`config.mk`:
```
export PLATFORM = sky130hd
export DESIGN_NAME = cmd_ctrl
export DESIGN_NICKNAME = d
export VERILOG_FILES = /design/src/rtl/cmd_ctrl.sv
export SDC_FILE = /design/constraint.sdc
export NUM_CORES = 1
export LEC_CHECK = 0
export ABC_AREA = 1
export BUFFER_PORTS_ARGS = -buffer_cell sky130_fd_sc_hd__buf_4
export CAP_MARGIN = 30
export CORE_ASPECT_RATIO = 1.75
export CORE_MARGIN = 2
export CORE_UTILIZATION = 55
export DETAILED_ROUTE_END_ITERATION = 10
export HOLD_SLACK_MARGIN = 0.12
export PLACE_DENSITY = 0.9
export SLEW_MARGIN = 30
export SYNTH_ARGS = -nofsm -noshare
export SYNTH_HDL_FRONTEND = slang
export SYNTH_SLANG_ARGS = --single-unit
export TNS_END_PERCENT = 20
```
`constraint.sdc`:
```
create_clock -name clk -period 3 [get_ports clk]
set_clock_uncertainty 0.05 [all_clocks]
set_input_delay 0.15 -clock clk [delete_from_list [all_inputs] [get_ports clk]]
set_output_delay 0.15 -clock clk [all_outputs]
set_load 0.01 [all_outputs]
```
`src/rtl/cmd_ctrl.sv`:
```
// Command controller: decodes completed SPI frames into game state, score and tile-memory writes,
// with frame-synchronised outputs, a hardware memory-clear sweep and overrun accounting.
module cmd_ctrl #(
  parameter int unsigned STATE_W     = 16,
  parameter int unsigned SCORE_W     = 10,
  parameter int unsigned ADDR_W      = 10,
  parameter int unsigned DATA_W      = 3,
  parameter int unsigned DEPTH       = 600,
  parameter int unsigned SYNC_STAGES = 2,
  parameter int unsigned FRAME_SYNC  = 1
) (
  input  logic               clk,
  input  logic               reset,
  input  logic               cs,
  input  logic [7:0]         command,
  input  logic [7:0]         databyte1,
  input  logic [7:0]         databyte2,
  input  logic               frame_start,
  output logic [STATE_W-1:0] state,
  output logic [SCORE_W-1:0] score,
  output logic               mem_we,
  output logic [ADDR_W-1:0]  mem_waddr,
  output logic [DATA_W-1:0]  mem_wdata,
  output logic               busy,
  output logic [7:0]         overrun_cnt
);

  typedef enum logic {StIdle, StClear} fsm_e;

  localparam logic [3:0] OpSetState = 4'h1;
  localparam logic [3:0] OpSetScore = 4'h2;
  localparam logic [3:0] OpAddScore = 4'h3;
  localparam logic [3:0] OpWrTile   = 4'h4;
  localparam logic [3:0] OpClearMem = 4'h5;

  localparam logic [ADDR_W-1:0] LastAddr = ADDR_W'(DEPTH - 1);

  fsm_e                 fsm;
  logic [SYNC_STAGES-1:0] cs_sync;
  logic                 cs_prev;
  logic                 frame_rise;
  logic [STATE_W-1:0]   state_sh;
  logic [SCORE_W-1:0]   score_sh;
  logic [SCORE_W:0]     score_sum;
  logic [SCORE_W-1:0]   score_add;

  assign frame_rise = cs_sync[SYNC_STAGES-1] & ~cs_prev;

  // One extra bit catches the carry so the add can saturate instead of wrapping.
  assign score_sum = {1'b0, score_sh} + (SCORE_W + 1)'(databyte2);
  assign score_add = score_sum[SCORE_W] ? '1 : score_sum[SCORE_W-1:0];

  always_ff @(posedge clk or posedge reset) begin
    if (reset) begin
      fsm         <= StIdle;
      cs_sync     <= '0;
      cs_prev     <= 1'b0;
      state_sh    <= '0;
      score_sh    <= '0;
      state       <= '0;
      score       <= '0;
      mem_we      <= 1'b0;
      mem_waddr   <= '0;
      mem_wdata   <= '0;
      busy        <= 1'b0;
      overrun_cnt <= '0;
    end else begin
      cs_sync <= {cs_sync[SYNC_STAGES-2:0], cs};
      cs_prev <= cs_sync[SYNC_STAGES-1];
      mem_we  <= 1'b0;

      // Nonblocking reads give the pre-update shadow when a command lands on frame_start.
      if (FRAME_SYNC == 0 || frame_start) begin
        state <= state_sh;
        score <= score_sh;
      end

      case (fsm)
        StIdle: begin
          if (frame_rise) begin
            case (command[7:4])
              OpSetState: state_sh <= STATE_W'({databyte1, databyte2});
              OpSetScore: score_sh <= SCORE_W'({databyte1, databyte2});
              OpAddScore: score_sh <= score_add;
              OpWrTile: begin
                mem_we    <= 1'b1;
                mem_waddr <= ADDR_W'({command[3:0], databyte1});
                mem_wdata <= DATA_W'(databyte2);
              end
              OpClearMem: begin
                fsm       <= StClear;
                busy      <= 1'b1;
                mem_we    <= 1'b1;
                mem_waddr <= '0;
                mem_wdata <= DATA_W'(databyte2);
              end
              default: ;
            endcase
          end
        end
        StClear: begin
          if (mem_waddr == LastAddr) begin
            fsm  <= StIdle;
            busy <= 1'b0;
          end else begin
            mem_we    <= 1'b1;
            mem_waddr <= mem_waddr + ADDR_W'(1);
          end
          if (frame_rise && overrun_cnt != 8'hFF) overrun_cnt <= overrun_cnt + 8'd1;
        end
        default: fsm <= StIdle;
      endcase
    end
  end

endmodule

```
==> impl_metrics.tcl <==
set metrics [dict create \
    place_inst 604 \
    power_leakage_uw 0.00272 \
    ant_nets 0 \
    irDropWorstVdd_uv 597 \
    setup_viol 0 \
    first_global_vias 3628 \
    yosysSeqAreaShare_pct 50.0 \
    rsz0062_at_grt "no" \
    grt_pass1_wl_um 16200 \
    area_growth_syn_to_layout_pct 28.2 \
    finalPower_uw 2530 \
    fin_nets 590 \
    r2r_slack_ps 940 \
    worstSetupStartpointType "primary input" \
    io_buffers 74 \
    dieArea_sq_mm 0.00791 \
    dp_hpwl_um 6770 \
    crit_fanout 7 \
    hold_depth 5 \
    hold_viol_final 0 \
    fin_tns_setup_ps 0 \
    cts_hold_buffers 20 \
    final_cells 640 \
    worst_setup_path_end_kind "flip-flop" \
    place_congestion 0.840 \
    drtIter0Drc 280 \
    post_dp_cell_area_sq_mm 0.00457 \
    fin_area_sq_mm 0.00507 \
    cp_data_required_time_ps 3160 \
    min_period_ps 2170 \
    coreArea_sq_mm 0.00691 \
    dr_total_vias 3493 \
    n_fill_cell 485 \
    die-height_um 116 \
    report.final.slew_viol_count 0 \
    synth_nets 494 \
    max_freq_mhz 462 \
    path_clk_slew_ps 60 \
    syn_inst 455 \
    min_path_type "in2reg" \
    drtPass1Iterations 7 \
    drv_cap 0 \
    grt_usage_pct 27.4 \
    grt_max_degree 64 \
    start_util_pct 57.3 \
    post-cts-setup-buffers 0 \
    yosysWarningCount 0 \
    routedWlPerCell_um 15.5 \
    cts.sinks 79 \
    drive_gt1_share_pct 23.2 \
    min_to "mem_waddr[9]" \
    clock_path_buffers 2 \
    r2r_start "score_sh[0]" \
    final_core_util_pct 73.5 \
    row_count 40 \
    post_synth.cell_area_avg_sq_um 8.70 \
    tritoncts "yes" \
    n_antenna_cell 0 \
    slew-limit-headroom_pct 63.0 \
    holdCritStartpoint "command[1]" \
    period_share_pct 72.2 \
    worst-setup-path-type "in2reg" \
    cp.arrival_ps 2330 \
    pin_count 77 \
    cts_made_buffers 9 \
    p_per_area_mw_per_mm2 499 \
    grt_overflow 0 \
    drc 0 \
    r2r_end "score_sh[2]" \
    clock_latency_ps 340 \
    syn_area_sq_mm 0.00396 \
    ys_types 30 \
    worst_pin_slew_ps 555 \
    wl_um 9930 \
    ys_seq_elements 79 \
    die_w_um 68.1 \
    cts-root-buf "clkbuf_16" \
    antenna_found_initial 0 \
    ctsResizeCount 0 \
    status "finished clean" \
    cts_htree_levels 3 \
    viasPerCell 5.46 \
    r2r_cells 10 \
]
## flip-flops by register name, summed over array words and instances (netlist names)
name and flops:
busy 1, cs_prev 1, cs_sync 2, fsm 1, mem_waddr 10, mem_wdata 3, mem_we 1, overrun_cnt 8
score 10, score_sh 10, state 16, state_sh 16
## layer usage
metal	global-route usage, %	routed length (um)	share of wire [%]	up-vias
li1	-	-	-	1652
met1	29.2	3580	36	1702
met2	49.3	5540	56	112
met3	5.11	462	4.7	27
met4	15.1	350	3.5	0
met5	0	0	0	-
## cell usage after synthesis
master    instances  share of area (%)
xnor2_1           3               0.66
o21ai_1           2               0.25
o22ai_1           1               0.16
nand3_2           2               0.51
nand3_1          34                4.3
ha_1             10                3.2
a21o_1            1               0.19
xor2_1           10                2.2
inv_2             2               0.19
nand2_4           1               0.28
fa_1              1               0.51
buf_2             3               0.38
buf_4             1               0.19
mux2_2           25                7.1
nand2_2           2               0.32
nor3_1            6               0.76
clkbuf_1          5               0.47
a21oi_1          15                1.9
a21boi_0          2               0.38
nor2_1           22                2.1
nor2_2            1               0.16
o21ai_2           3               0.66
nand4_1           3               0.47
nand2_1         124                 12
o31ai_1           1               0.19
or2_2             1               0.16
o21ai_0          38                4.8
buf_6             2               0.57
inv_1            55                5.2
dfrtp_1          79                 50
## worst max-delay path, cell delays in order
cell and delay, ps:
dlygate4sd3_1 540, buf_4 140, ha_1 230, fa_1 420, nand2_1 100, nand2_1 60, nand3_1 130, nand3_2 130
nand2_2 170, o21ai_0 110, nand2_1 60, o21ai_0 80
## worst max path at each step
stage,to,slack [ps],cells after the start,start
6_report,score_sh[2],830,12,databyte2[0]
5_1_grt,score_sh[2],670,12,databyte2[0]
4_1_cts,score_sh[2],840,12,databyte2[0]
3_5_place_dp,score_sh[2],960,10,score_sh[0]
3_3_place_gp,score_sh[2],980,10,score_sh[0]
2_1_floorplan,busy,780,1,reset
## placed cells by master (no fill, tap or decap), drive strengths merged
master / Yosys / layout
nand2: 127 / 127
dfrtp: 79 / 79
buf: 6 / 76
inv: 57 / 56
o21ai: 43 / 43
nand3: 36 / 36
mux2: 25 / 25
nor2: 23 / 23
dlygate4sd3: 0 / 20
a21oi: 15 / 15
clkbuf: 5 / 11
xor2: 10 / 10
ha: 10 / 10
nor3: 6 / 6
xnor2: 3 / 3
nand4: 3 / 3
clkinvlp: 0 / 3
a21boi: 2 / 2
clkinv: 0 / 2
o22ai: 1 / 1
o31ai: 1 / 1
or2: 1 / 1
a21o: 1 / 1
fa: 1 / 1
bufinv: 0 / 1
## report_power, final
group / total [uW] / internal, uW / switching [uW]
registers: 1140 / 1100 / 40.9
clock network: 1090 / 665 / 426
logic: 297 / 137 / 160
total: 2530 / 1910 / 627
## through the flow
stage                     hold slack, ps  setup WS [ps]
final                                159            833
after global routing                 189            665
after CTS                            131            838
after detailed placement             195            963
after global placement               211            985
after floorplan                      131            777
## logic make-up (layout without fill, tap and decap cells)
| group | count (synthesis) | after routing | synth area share, % |
|---|---|---|---|
| fa+ha+maj | 11 | 11 | 3.67 |
| compound gates | 63 | 63 | 8.54 |
| xor+xnor | 13 | 13 | 2.88 |
| mux | 25 | 25 | 7.12 |
| simple gates | 196 | 196 | 20.8 |
| buf+inv | 68 | 169 | 7.02 |
| flops | 79 | 79 | 50.0 |
## final cells by class
| class | count | area, sq um | share of cell area [%] |
|---|---|---|---|
| clock buffer | 11 | 243 | 4.78 |
| timing repair buffer | 96 | 771 | 15.2 |
| clock inverter | 5 | 57.6 | 1.13 |
| tap | 84 | 105 | 2.07 |
| sequential | 79 | 1980 | 39.0 |
| multi-input combinational | 308 | 1700 | 33.5 |
| inverter | 57 | 219 | 4.32 |
Power figures use the tool's default switching activity.
